$ cat src/rtl/pong_pkg.sv
// pong_pkg: shared state encoding and playfield bounds for the pong ball logic
package pong_pkg;
  localparam int POS_W = 3;
  localparam int X_MIN = 1;
  localparam int X_MAX = 6;
  localparam int Y_MIN = 1;
  localparam int Y_PADDLE = 6;
  localparam int Y_OUT = 7;
  typedef enum logic [1:0] {IDLE = 2'd0, RUN = 2'd1, OVER = 2'd2} state_t;
endpackage

$ cat src/rtl/tick_divider.sv
// tick_divider: counts 0..divisor-1 while enabled and pulses tick on the last count
module tick_divider #(
  parameter int W = 25
) (
  input  logic         clk,
  input  logic         reset,
  input  logic         en,
  input  logic         clr,
  input  logic [W-1:0] divisor,
  output logic         tick
);
  logic [W-1:0] cnt;
  // >= keeps the counter from running past a divisor that shrank mid-period
  assign tick = en && cnt >= divisor - W'(1);
  always_ff @(posedge clk) begin
    if (reset || clr) cnt <= '0;
    else if (en) cnt <= tick ? '0 : cnt + W'(1);
  end
endmodule

$ cat src/rtl/ball_motion.sv
// ball_motion: ball FSM and position registers; SPEEDUP_EN enables divisor halving every 4 paddle hits
module ball_motion
  import pong_pkg::*;
#(
  parameter int POS_W = pong_pkg::POS_W,
  parameter int TICK_DIV = 25000000,
  parameter int X_START = 3,
  parameter int Y_START = 1
) (
  input  logic             clk,
  input  logic             reset,
  input  logic             start,
  input  logic             dir_x,
  input  logic             dir_y,
  output logic [POS_W-1:0] x_pos,
  output logic [POS_W-1:0] y_pos,
  output logic             step,
  output logic             running,
  output logic             game_over
);
  localparam int CW = $clog2(TICK_DIV + 1);
  localparam logic [POS_W-1:0] ONE = POS_W'(1);
  localparam logic [POS_W-1:0] XS = POS_W'(X_START);
  localparam logic [POS_W-1:0] YS = POS_W'(Y_START);
  localparam logic [POS_W-1:0] XMN = POS_W'(X_MIN);
  localparam logic [POS_W-1:0] XMX = POS_W'(X_MAX);
  localparam logic [POS_W-1:0] YMN = POS_W'(Y_MIN);
  localparam logic [POS_W-1:0] YPD = POS_W'(Y_PADDLE);
  localparam logic [POS_W-1:0] YOUT = POS_W'(Y_OUT);
  state_t state;
  logic tick, over_next;
  logic [CW-1:0] div;
  logic [POS_W-1:0] x_next, y_next;
  always_comb begin
    x_next = dir_x ? (x_pos == XMN ? XMN + ONE : x_pos - ONE) : (x_pos == XMX ? XMX - ONE : x_pos + ONE);
    y_next = dir_y ? (y_pos == YMN ? YMN + ONE : y_pos - ONE) : y_pos + ONE;
    over_next = !dir_y && y_pos == YPD;
  end
  tick_divider #(.W(CW)) u_tick (
    .clk(clk),
    .reset(reset),
    .en(state == RUN),
    .clr(state != RUN),
    .divisor(div),
    .tick(tick)
  );
`ifdef SPEEDUP_EN
  localparam int DMIN = TICK_DIV / 8 < 1 ? 1 : TICK_DIV / 8;
  logic [1:0] hits;
  logic hit;
  assign hit = tick && state == RUN && dir_y && y_pos == YPD;
  always_ff @(posedge clk) begin
    if (reset || state == IDLE) begin
      hits <= '0;
      div <= CW'(TICK_DIV);
    end else if (hit) begin
      hits <= hits + 2'd1;
      if (hits == 2'd3) div <= (div >> 1) < CW'(DMIN) ? CW'(DMIN) : div >> 1;
    end
  end
`else
  assign div = CW'(TICK_DIV);
`endif
  always_ff @(posedge clk) begin
    if (reset) begin
      state <= IDLE;
      x_pos <= XS;
      y_pos <= YS;
      step <= 1'b0;
      running <= 1'b0;
      game_over <= 1'b0;
    end else begin
      step <= 1'b0;
      case (state)
        IDLE: if (start) begin
          state <= RUN;
          running <= 1'b1;
        end
        RUN: if (tick) begin
          x_pos <= x_next;
          y_pos <= over_next ? YOUT : y_next;
          step <= 1'b1;
          if (over_next) begin
            state <= OVER;
            running <= 1'b0;
            game_over <= 1'b1;
          end
        end
        OVER: if (start) begin
          state <= IDLE;
          game_over <= 1'b0;
          x_pos <= XS;
          y_pos <= YS;
        end
        default: state <= IDLE;
      endcase
    end
  end
endmodule

$ cat config.mk
export PLATFORM = sky130hd
export DESIGN_NAME = ball_motion
export DESIGN_NICKNAME = d
export VERILOG_FILES = /design/src/rtl/pong_pkg.sv /design/src/rtl/tick_divider.sv /design/src/rtl/ball_motion.sv
export SDC_FILE = /design/constraint.sdc
export NUM_CORES = 1
export LEC_CHECK = 0
export BUFFER_PORTS_ARGS = -buffer_cell sky130_fd_sc_hd__buf_4
export CAP_MARGIN = 30
export CORE_UTILIZATION = 50
export DETAILED_ROUTE_END_ITERATION = 10
export MAX_ROUTING_LAYER = met4
export PLACE_DENSITY = 0.68
export SLEW_MARGIN = 20
export SYNTH_ARGS = -nofsm -noshare
export SYNTH_HDL_FRONTEND = slang
export SYNTH_SLANG_ARGS = --single-unit
$ cat constraint.sdc
create_clock -name clk -period 4.8 [get_ports clk]
set_clock_uncertainty 0.2 [all_clocks]
set_input_delay 0.24 -clock clk [delete_from_list [all_inputs] [get_ports clk]]
set_output_delay 0.24 -clock clk [all_outputs]
set_load 0.02 [all_outputs]
==> metrics, run 1 <==
outcome completed; Worst Tran Pin Value 0.520 ns; post-synthesis sequential area ratio 0.371; clock root buffer master clkbuf_8; via count of the first global-routing pass 1413; clock sinks 36; PnR worst setup slack 2.40 ns; first-pass iteration count of the detailed router 4; worst min path class in -> reg; full die area 0.00413 mm²; Hold Path End running; FILL cells 352; static leakage 0.757 nW; grt total ovfl 0; Layout area overhead 10.6%; worst-path maximum fanout 25; syn avg cell area 8.66 µm²; Vias 1527; WL final 3640 µm; Core Util, Final 0.582; Max VDD drop 171 µV; reg2reg start u_tick.cnt[0]; Tmin final 2.40 ns; Sw Ratio 0.216; type of the worst setup path reg -> reg; largest net degree at the start of global routing 26; Primary FF master, synth dfxtp_1; htree depth 2; NetSw 0.118 mW; sum of negative setup slack 0 ns; Distinct cells, synth 44; Detailed Route Iter0 Violations 48; Tot Pwr 0.544 mW; async set or reset register ratio after synthesis 0; clock slew at reported path FFs 0.07 ns; post-synthesis instance area 0.00194 mm²; GRT Total Usage 0.204; Via density 5.30; Mapped Cells 224; max-slew violations 0; initial core utilization 0.526; hold depth 2; DR DRC count 0; Synth Warn # 0; # hold bufs at CTS 0; worst r2r dst u_tick.cnt[10]; IO Count 14; EDFF count, synth 0; fin nets 253; flops & latches, synth 36; Gates resized, CTS repair 0; post-CTS setup buffers 0; antenna fix cells 0; fmax 0.417 GHz; dpl ws 2.37 ns; gpl congestion 0.738; max cap viols 0; crit share post-route 0.500; HP Start reset; post-detail-place hpwl 2630 µm; Arr. time, crit path 2.41 ns; unrepaired setup endpoints after global routing no; Critical Path RT 4.81 ns; port bufs 13; Setup-failing EPs final 0; CTS tree done; Routed Antenna Nets 0; wire per inst 12.6 µm; clk_lat worst skew 0.28 ns; critical path launch point type flop; FF-to-FF path depth 6; Pint 0.426 mW; reg-to-reg setup timing slack 2.40 ns; critical path capture point type flop; slew margin rel. 0.653; layout cell share with drive strength beyond 1 0.117; Fin. Hold Viols 0; PwrDens 253 mW/mm²; Comb pwr share 0.042; clock power share 0.401; worst-case clock buffer depth 2; Post-Syn Nets 238; CTS Buf Count 5; DIE WIDTH 64.3 µm; die height 64.3 µm; initial antenna violation count 0; sequential share of power 0.557; first-pass GRT wire length 6290 µm; Core ar. 0.00369 mm²; row cnt 22
state kept, by name, indices dropped and copies added (netlist names):
name        cells
game_over       1
running         1
state           2
step            1
u_tick.cnt     25
x_pos           3
y_pos           3
power by group through the flow:
stage / Sequential [mW] / Clock (mW) / Combinational, mW
final: 0.303 / 0.218 / 0.0231
after global routing: 0.303 / 0.241 / 0.0258
after CTS: 0.303 / 0.227 / 0.0233
after detailed placement: 0.309 / 0 / 0.0233
after global placement: 0.309 / 0 / 0.0231
after floorplan: 0.310 / 0 / 0.0151
cell type report:
type / count / area (µm²) / share of cell area
multi-input cells: 172 / 1140 / 0.529
flip-flops and latches: 36 / 721 / 0.336
repair buffers: 13 / 97.6 / 0.0455
clock buffers: 8 / 90.1 / 0.0420
well taps: 48 / 60.1 / 0.0280
inverters: 11 / 41.3 / 0.0192
Yosys cell counts, types with 2 or more instances:
master / instances / share of area
inv_1: 11 / 0.021
nor3_1: 10 / 0.026
ha_1: 9 / 0.058
nand2b_1: 4 / 0.013
a21oi_1: 10 / 0.026
a2111o_1: 2 / 0.012
dfxtp_1: 36 / 0.37
a21o_1: 2 / 0.0077
and2_1: 3 / 0.0097
mux2i_1: 5 / 0.026
a211oi_1: 2 / 0.0077
nand3_1: 5 / 0.013
and4_1: 3 / 0.014
a22o_2: 2 / 0.010
xnor2_1: 16 / 0.072
nand3b_1: 3 / 0.012
nor2b_1: 5 / 0.016
nor4_1: 2 / 0.0064
o21ai_0: 2 / 0.0052
nand2_1: 14 / 0.027
buf_6: 3 / 0.017
xor2_1: 6 / 0.027
nand4_1: 9 / 0.029
nor2_1: 40 / 0.077
worst max-delay path: stages, from the launching register on:
cell,delay (ns)
dfxtp_1,0.33
ha_1,0.30
a21o_1,0.20
a2111o_1,0.44
nand4_2,0.20
nand3_2,0.43
nor2b_1,0.23
per-stage QoR:
| stage | std cells | area [µm²] | hold slack, ns |
|---|---|---|---|
| final | 288 | 2150 | 0.0351 |
| after global routing | 288 | 2150 | 0.0232 |
| after CTS | 288 | 2150 | 0.0215 |
| after detailed placement | 280 | 2060 | 0.250 |
| after global placement | 280 | 2060 | 0.236 |
| after floorplan | 224 | 1940 | 0.226 |
placed cells by master (no fill, tap or decap), drive strengths merged, types with 9 or more instances in the layout:
| cell | count |
|---|---|
| nor3 | 10 |
| inv | 11 |
| nand2 | 14 |
| xnor2 | 16 |
| buf | 13 |
| ha | 9 |
| dfxtp | 36 |
| a21oi | 11 |
| nor2 | 40 |
| nand4 | 10 |
metal layers:
metal | part of all wire | GRT usage
met4 | 0.015 | 0.0750
met3 | 0.026 | 0.0589
met1 | 0.49 | 0.234
met5 | 0 | -
met2 | 0.47 | 0.337
cells by family after synthesis:
family / after synthesis / share of synthesized area
fa+ha+maj: 9 / 0.0580
mux: 5 / 0.0258
flops: 36 / 0.371
compound gates: 33 / 0.132
simple gates: 103 / 0.271
xor+xnor: 22 / 0.0993
buf+inv: 16 / 0.0432
worst max path at each step:
stage | from | endpoint | cells past startpoint
2_1_floorplan | u_tick.cnt[0] | state[0] | 7
3_3_place_gp | u_tick.cnt[0] | u_tick.cnt[11] | 6
3_5_place_dp | u_tick.cnt[0] | u_tick.cnt[14] | 6
4_1_cts | u_tick.cnt[0] | u_tick.cnt[14] | 6
5_1_grt | u_tick.cnt[0] | u_tick.cnt[0] | 6
6_report | u_tick.cnt[0] | u_tick.cnt[10] | 6
No activity file was read; power rests on OpenSTA's default activity.
==> inputs of run 2 (changes only) <==
ABC_AREA = 1   (was unset)
clock period = 2.5 ns   (was 4.8 ns; I/O delays follow)
==> run 2 against run 1 <==
Compared with the run above: total power increased by 130%; the run now ends with negative hold slack left; first-iteration DRC count increased to 3.4 times the previous value; largest power group unchanged; synthesized area increased by 13%.
==> metrics, run 2 <==
Largest regs u_tick.cnt: 25 flops, x_pos: 3 flops, y_pos: 3 flops; htree depth 2; sequential share of power 0.470; port bufs 13; worst r2r dst state[1]; WL final 4570 µm; Distinct cells, synth 37; GRT met1 Usage 0.289; Setup crit start u_tick.cnt[0]; syn avg cell area 7.09 µm²; fmax 0.439 GHz; grt peak-use layer met2; top post-synthesis cells by count 59 x nand2_1, 48 x nor2_1, 39 x inv_1, 36 x dfxtp_1, 18 x nand3_1; met3 Usage GRT 0.0650; Synth area leader dfxtp_1; Sw Ratio 0.268; EDFF count, synth 0; Yosys top cell area share 0.329; post-detail-place hpwl 3400 µm; max FFs per register 25; hold_ws -0.00175 ns; critical path launch point type flop; clock power share 0.414; async set or reset register ratio after synthesis 0; clk_lat worst skew 0.30 ns; layout cell share with drive strength beyond 1 0.175; Tmin final 2.28 ns; slew margin rel. 0.803; Worst Tran Pin Value 0.292 ns; Setup-failing EPs final 0; flops & latches, synth 36; Vias 1922; Max VDD drop 304 µV; max-slew violations 0; Via density 5.04; initial core utilization 0.532; antenna fix cells 0; worst-path maximum fanout 5; Pint 0.921 mW; Fin. Hold Viols 1; initial antenna violation count 0; reg2reg start u_tick.cnt[0]; full die area 0.00465 mm²; IO Count 14; gpl congestion 0.879; failing checks negative hold slack; DR DRC count 0; NetSw 0.337 mW; static leakage 1.04 nW; Synth Warn # 0; Primary FF master, synth dfxtp_1; Most flops, register u_tick.cnt; CTS Buf Count 5; GR Layer Usage met2 0.370; first-pass iteration count of the detailed router 4; sum of negative setup slack 0 ns; Detailed Route Iter0 Violations 162; clock root buffer master clkbuf_8; DIE WIDTH 68.2 µm; crit share post-route 0.911; largest cells by area after synthesis dfxtp_1 33%, nand2_1 10%, nor2_1 8.2%; placed cells 370; PwrDens 509 mW/mm²; worst-case clock buffer depth 2; outcome complete, but fails checks; row cnt 23; Comb pwr share 0.116; commonest non-fill, non-tap cell in the layout nand2_1; unrepaired setup endpoints after global routing no; critical path capture point type flop; via count of the first global-routing pass 1783; commonest cells after routing, fill and taps aside 59 x nand2_1, 48 x nor2_1, 39 x inv_1; most common cell in the netlist nand2_1; grt total ovfl 0; first-pass GRT wire length 7750 µm; Routed Antenna Nets 0; worst min path class in -> reg; clock slew at reported path FFs 0.07 ns; FF-to-FF path depth 10; post-synthesis instance area 0.00219 mm²; Layout area overhead 12.9%; Post-Layout Cell Count 381; max cap viols 0; Mapped Cells 309; reg-to-reg setup timing slack 0.22 ns; wire per inst 12.0 µm; largest net degree at the start of global routing 16; fin nets 344; clock sinks 36; type of the worst setup path reg -> reg; CTS tree done; GRT Total Usage 0.237; Core ar. 0.00412 mm²; Arr. time, crit path 2.32 ns; Critical Path RT 2.54 ns; Post-Syn Nets 323; CP endpoint state[1]; post-synthesis sequential area ratio 0.329; die height 68.2 µm
run 2: changes by cell type after synthesis, moves of 5 or more:
cell / change
inv_1: +28
nand4_1: -6
nor2_4: +6
xnor2_1: -10
mux2i_1: -5
nor2_1: +8
inv_2: +8
nor2_2: +5
nand2_1: +45
nor2b_1: -5
nand3_1: +13
o21ai_0: +11
run 2: timing repair:
action / 4_1_cts / 5_1_grt
buffers inserted: 0 / 0
endpoints found under the hold margin: 8 / 0
resized for setup: 0 / 0
hold buffers: 3 / 0
run 2: critical path: stages (launching register included):
cell	delay [ns]
dfxtp_1	0.36
ha_1	0.18
nand2_1	0.12
nor2_4	0.17
nand3_1	0.08
nor2_1	0.12
nor2_2	0.08
nand2_4	0.11
nand2_1	0.09
a21oi_1	0.14
dlygate4sd3_1	0.57
run 2: worst min-delay path by stage:
stage	startpoint	endpoint	slack, ns	depth (start not counted)
floorplan	reset	running	-0.006	1
finish	dir_x	x_pos[1]	-0.002	5
global placement	reset	y_pos[2]	0.16	2
detailed placement	reset	y_pos[2]	0.17	2
global route	dir_x	x_pos[1]	0.02	5
CTS	dir_x	x_pos[1]	0.0008	5
run 2: cell type report:
| cell class | instances | area [µm²] |
|---|---|---|
| Inverter | 48 | 185 |
| Clock buffer | 6 | 72.6 |
| Fill cell | 425 | 1640 |
| Tap cell | 50 | 62.6 |
| Multi-Input combinational cell | 223 | 1270 |
| Clock inverter | 2 | 35.0 |
| Sequential cell | 36 | 721 |
| Timing Repair Buffer | 16 | 128 |
run 2: cells by family after synthesis:
logic type,after synthesis,synth area share
compound gates,38,0.0994
xor+xnor,10,0.0400
fa+ha+maj,9,0.0514
buf+inv,50,0.0914
flops,36,0.329
simple gates,166,0.389
run 2: stage by stage:
step | total power [mW] | setup WS [ns] | utilization | hold WS, ns | area, µm²
after CTS | 1.26 | 0.260 | 0.601 | 0.000811 | 2470
after detailed placement | 0.749 | 0.605 | 0.568 | 0.172 | 2340
after floorplan | 0.714 | 0.783 | - | -0.00593 | 2190
final | 1.26 | 0.221 | 0.601 | -0.00175 | 2470
after global routing | 1.30 | 0.0461 | 0.601 | 0.0151 | 2470
after global placement | 0.750 | 0.663 | 0.568 | 0.165 | 2340
run 2: metal layers:
metal | part of all wire | wire (µm) | up-vias
met2 | 0.46 | 2120 | 25
met5 | 0 | 0 | -
met3 | 0.026 | 119 | 7
met1 | 0.49 | 2250 | 857
li1 | - | - | 1033
met4 | 0.020 | 91 | 0
run 2: power by group through the flow:
stage	Clock (mW)	Combinational [mW]	Sequential (mW)
after floorplan	0	0.106	0.607
after global placement	0	0.144	0.605
after detailed placement	0	0.144	0.605
after CTS	0.523	0.147	0.592
after global routing	0.552	0.159	0.593
final	0.520	0.146	0.592
==> inputs of run 3 (changes only) <==
CORE_UTILIZATION = 35   (was 50)
PLACE_DENSITY = unset   (was 0.68)
==> run 3 against run 2 <==
Compared with the run above: the flow now finishes without violations; hold slack improved by 0.041 ns; clock-buffer cell count is 2 higher; core utilization down 18 points; cell area grew 0.96%; sequential share of layout area fell by 0.28 points; register-to-register slack got worse by 0.05 ns; critical path type unchanged.
==> metrics, run 3 (synthesized netlist as in run 2, its figures left out) <==
outcome completed; post-detail-place hpwl 3440 µm; Routed Antenna Nets 0; Max VDD drop 253 µV; Core Util, Final 0.417; htree depth 2; IO Count 14; type of the worst setup path reg -> reg; commonest non-fill, non-tap cell in the layout nand2_1; first-pass iteration count of the detailed router 4; sum of negative setup slack 0 ns; full die area 0.00658 mm²; Setup crit start u_tick.cnt[0]; wire per inst 11.3 µm; gpl congestion 0.862; port bufs 13; Detailed Route Iter0 Violations 100; critical path's top delay family simple AND/OR/NAND/NOR gates; Fin. Hold Viols 0; critical path launch point type flop; Arr. time, crit path 2.37 ns; Gates resized, CTS repair 0; first-pass GRT wire length 8140 µm; GRT Total Usage 0.168; die height 81.1 µm; grt total ovfl 0; Max Used Layer met4; Most flops, register u_tick.cnt; reg2reg start u_tick.cnt[0]; crit share post-route 0.932; WL final 4600 µm; CTS tree done; worst min path class in -> reg; Layout area overhead 14.0%; Crit-path slowest cell dlygate4sd3_1; HP Start dir_y; max-slew violations 0; commonest cells after routing, fill and taps aside 59 x nand2_1, 48 x nor2_1, 39 x inv_1; most used cell, CP nand2_1; antenna fix cells 0; clock root buffer master clkbuf_8; FILL cells 597; Post-DP Area 0.00237 mm²; largest net degree at the start of global routing 16; CTS Buf Count 5; post-CTS setup buffers 0; Critical Path RT 2.54 ns; PwrDens 474 mW/mm²; via count of the first global-routing pass 1761; critical path capture point type flop; Largest regs u_tick.cnt: 25 flops, x_pos: 3 flops, y_pos: 3 flops; max cap viols 0; Via density 4.76; initial core utilization 0.366; Buffers & Inverters on Critical Path 1; PnR worst setup slack 0.169 ns; cell breakdown of the critical path ha_1, nand2_1, nor2_4, nand3_1, nor2_1, nor2_2, nand2_4, nand2_1, a21oi_1, dlygate4sd3_1; initial antenna violation count 0; clock slew at reported path FFs 0.07 ns; Post-Layout Cell Count 407; Worst Tran Pin Value 0.299 ns; worst-case clock buffer depth 2; fin area 0.00250 mm²; unrepaired setup endpoints after global routing no; met3 WL 183 µm; layout cell share with drive strength beyond 1 0.172; WL met2 1950 µm; row cnt 28; # hold bufs at CTS 4; fin nets 345; static leakage 1.03 nW; worst-path maximum fanout 5; WL met1 2410 µm; DIE WIDTH 81.1 µm; Tmin final 2.33 ns; dpl ws 0.546 ns; max FFs per register 25; Vias 1938; slew margin rel. 0.799; Setup-failing EPs final 0; CP max stage delay 0.55 ns; clk_lat worst skew 0.29 ns; clock sinks 36; Core ar. 0.00599 mm²; DR DRC count 0; placed cells 395; fmax 0.429 GHz
## run 3: changes by cell type in the layout (fill, tap and decap cells not counted)
cell,delta
dlygate4sd3_1,+1
clkbuf_8,+1
bufinv_16,-1
clkbuf_1,+1
clkinv_2,-1
## run 3: area by class of cell
class | count | area [µm²] | share of cell area
inverters | 48 | 185 | 0.0741
repair buffers | 17 | 138 | 0.0551
multi-input cells | 223 | 1270 | 0.509
flip-flops and latches | 36 | 721 | 0.289
clock buffers | 8 | 90.1 | 0.0361
well taps | 75 | 93.8 | 0.0376
## run 3: report_power, final
group / switching, mW / internal (mW) / leakage [nW]
Combinational: 0.108 / 0.0426 / 0.695
Sequential: 0.0101 / 0.584 / 0.291
Clock: 0.214 / 0.225 / 0.0455
## run 3: worst min-delay path, stage by stage
cell and delay [ns]:
buf_4 0.10, o221ai_1 0.12, nand2_1 0.07, a21oi_1 0.06
## run 3: stage by stage
stage | hold slack [ns] | power, mW
floorplan | -0.00593 | 0.714
global placement | 0.175 | 0.754
detailed placement | 0.173 | 0.755
CTS | 0.0327 | 1.20
global route | 0.0570 | 1.25
finish | 0.0388 | 1.18
## run 3: path summary, 6_finish.rpt
| path | endpoint | slack (ns) | cells after the start |
|---|---|---|---|
| setup / recovery | state[1] | 0.17 | 10 |
| hold / removal | y_pos[2] | 0.04 | 4 |
| setup reg to reg | state[1] | 0.17 | 10 |
| hold reg to reg | game_over | 0.25 | 2 |
## run 3: per-layer routing
layer	vias up	GRT usage
met3	7	0.0348
met4	0	0.0643
met5	-	-
met1	866	0.225
li1	1034	-
met2	31	0.245
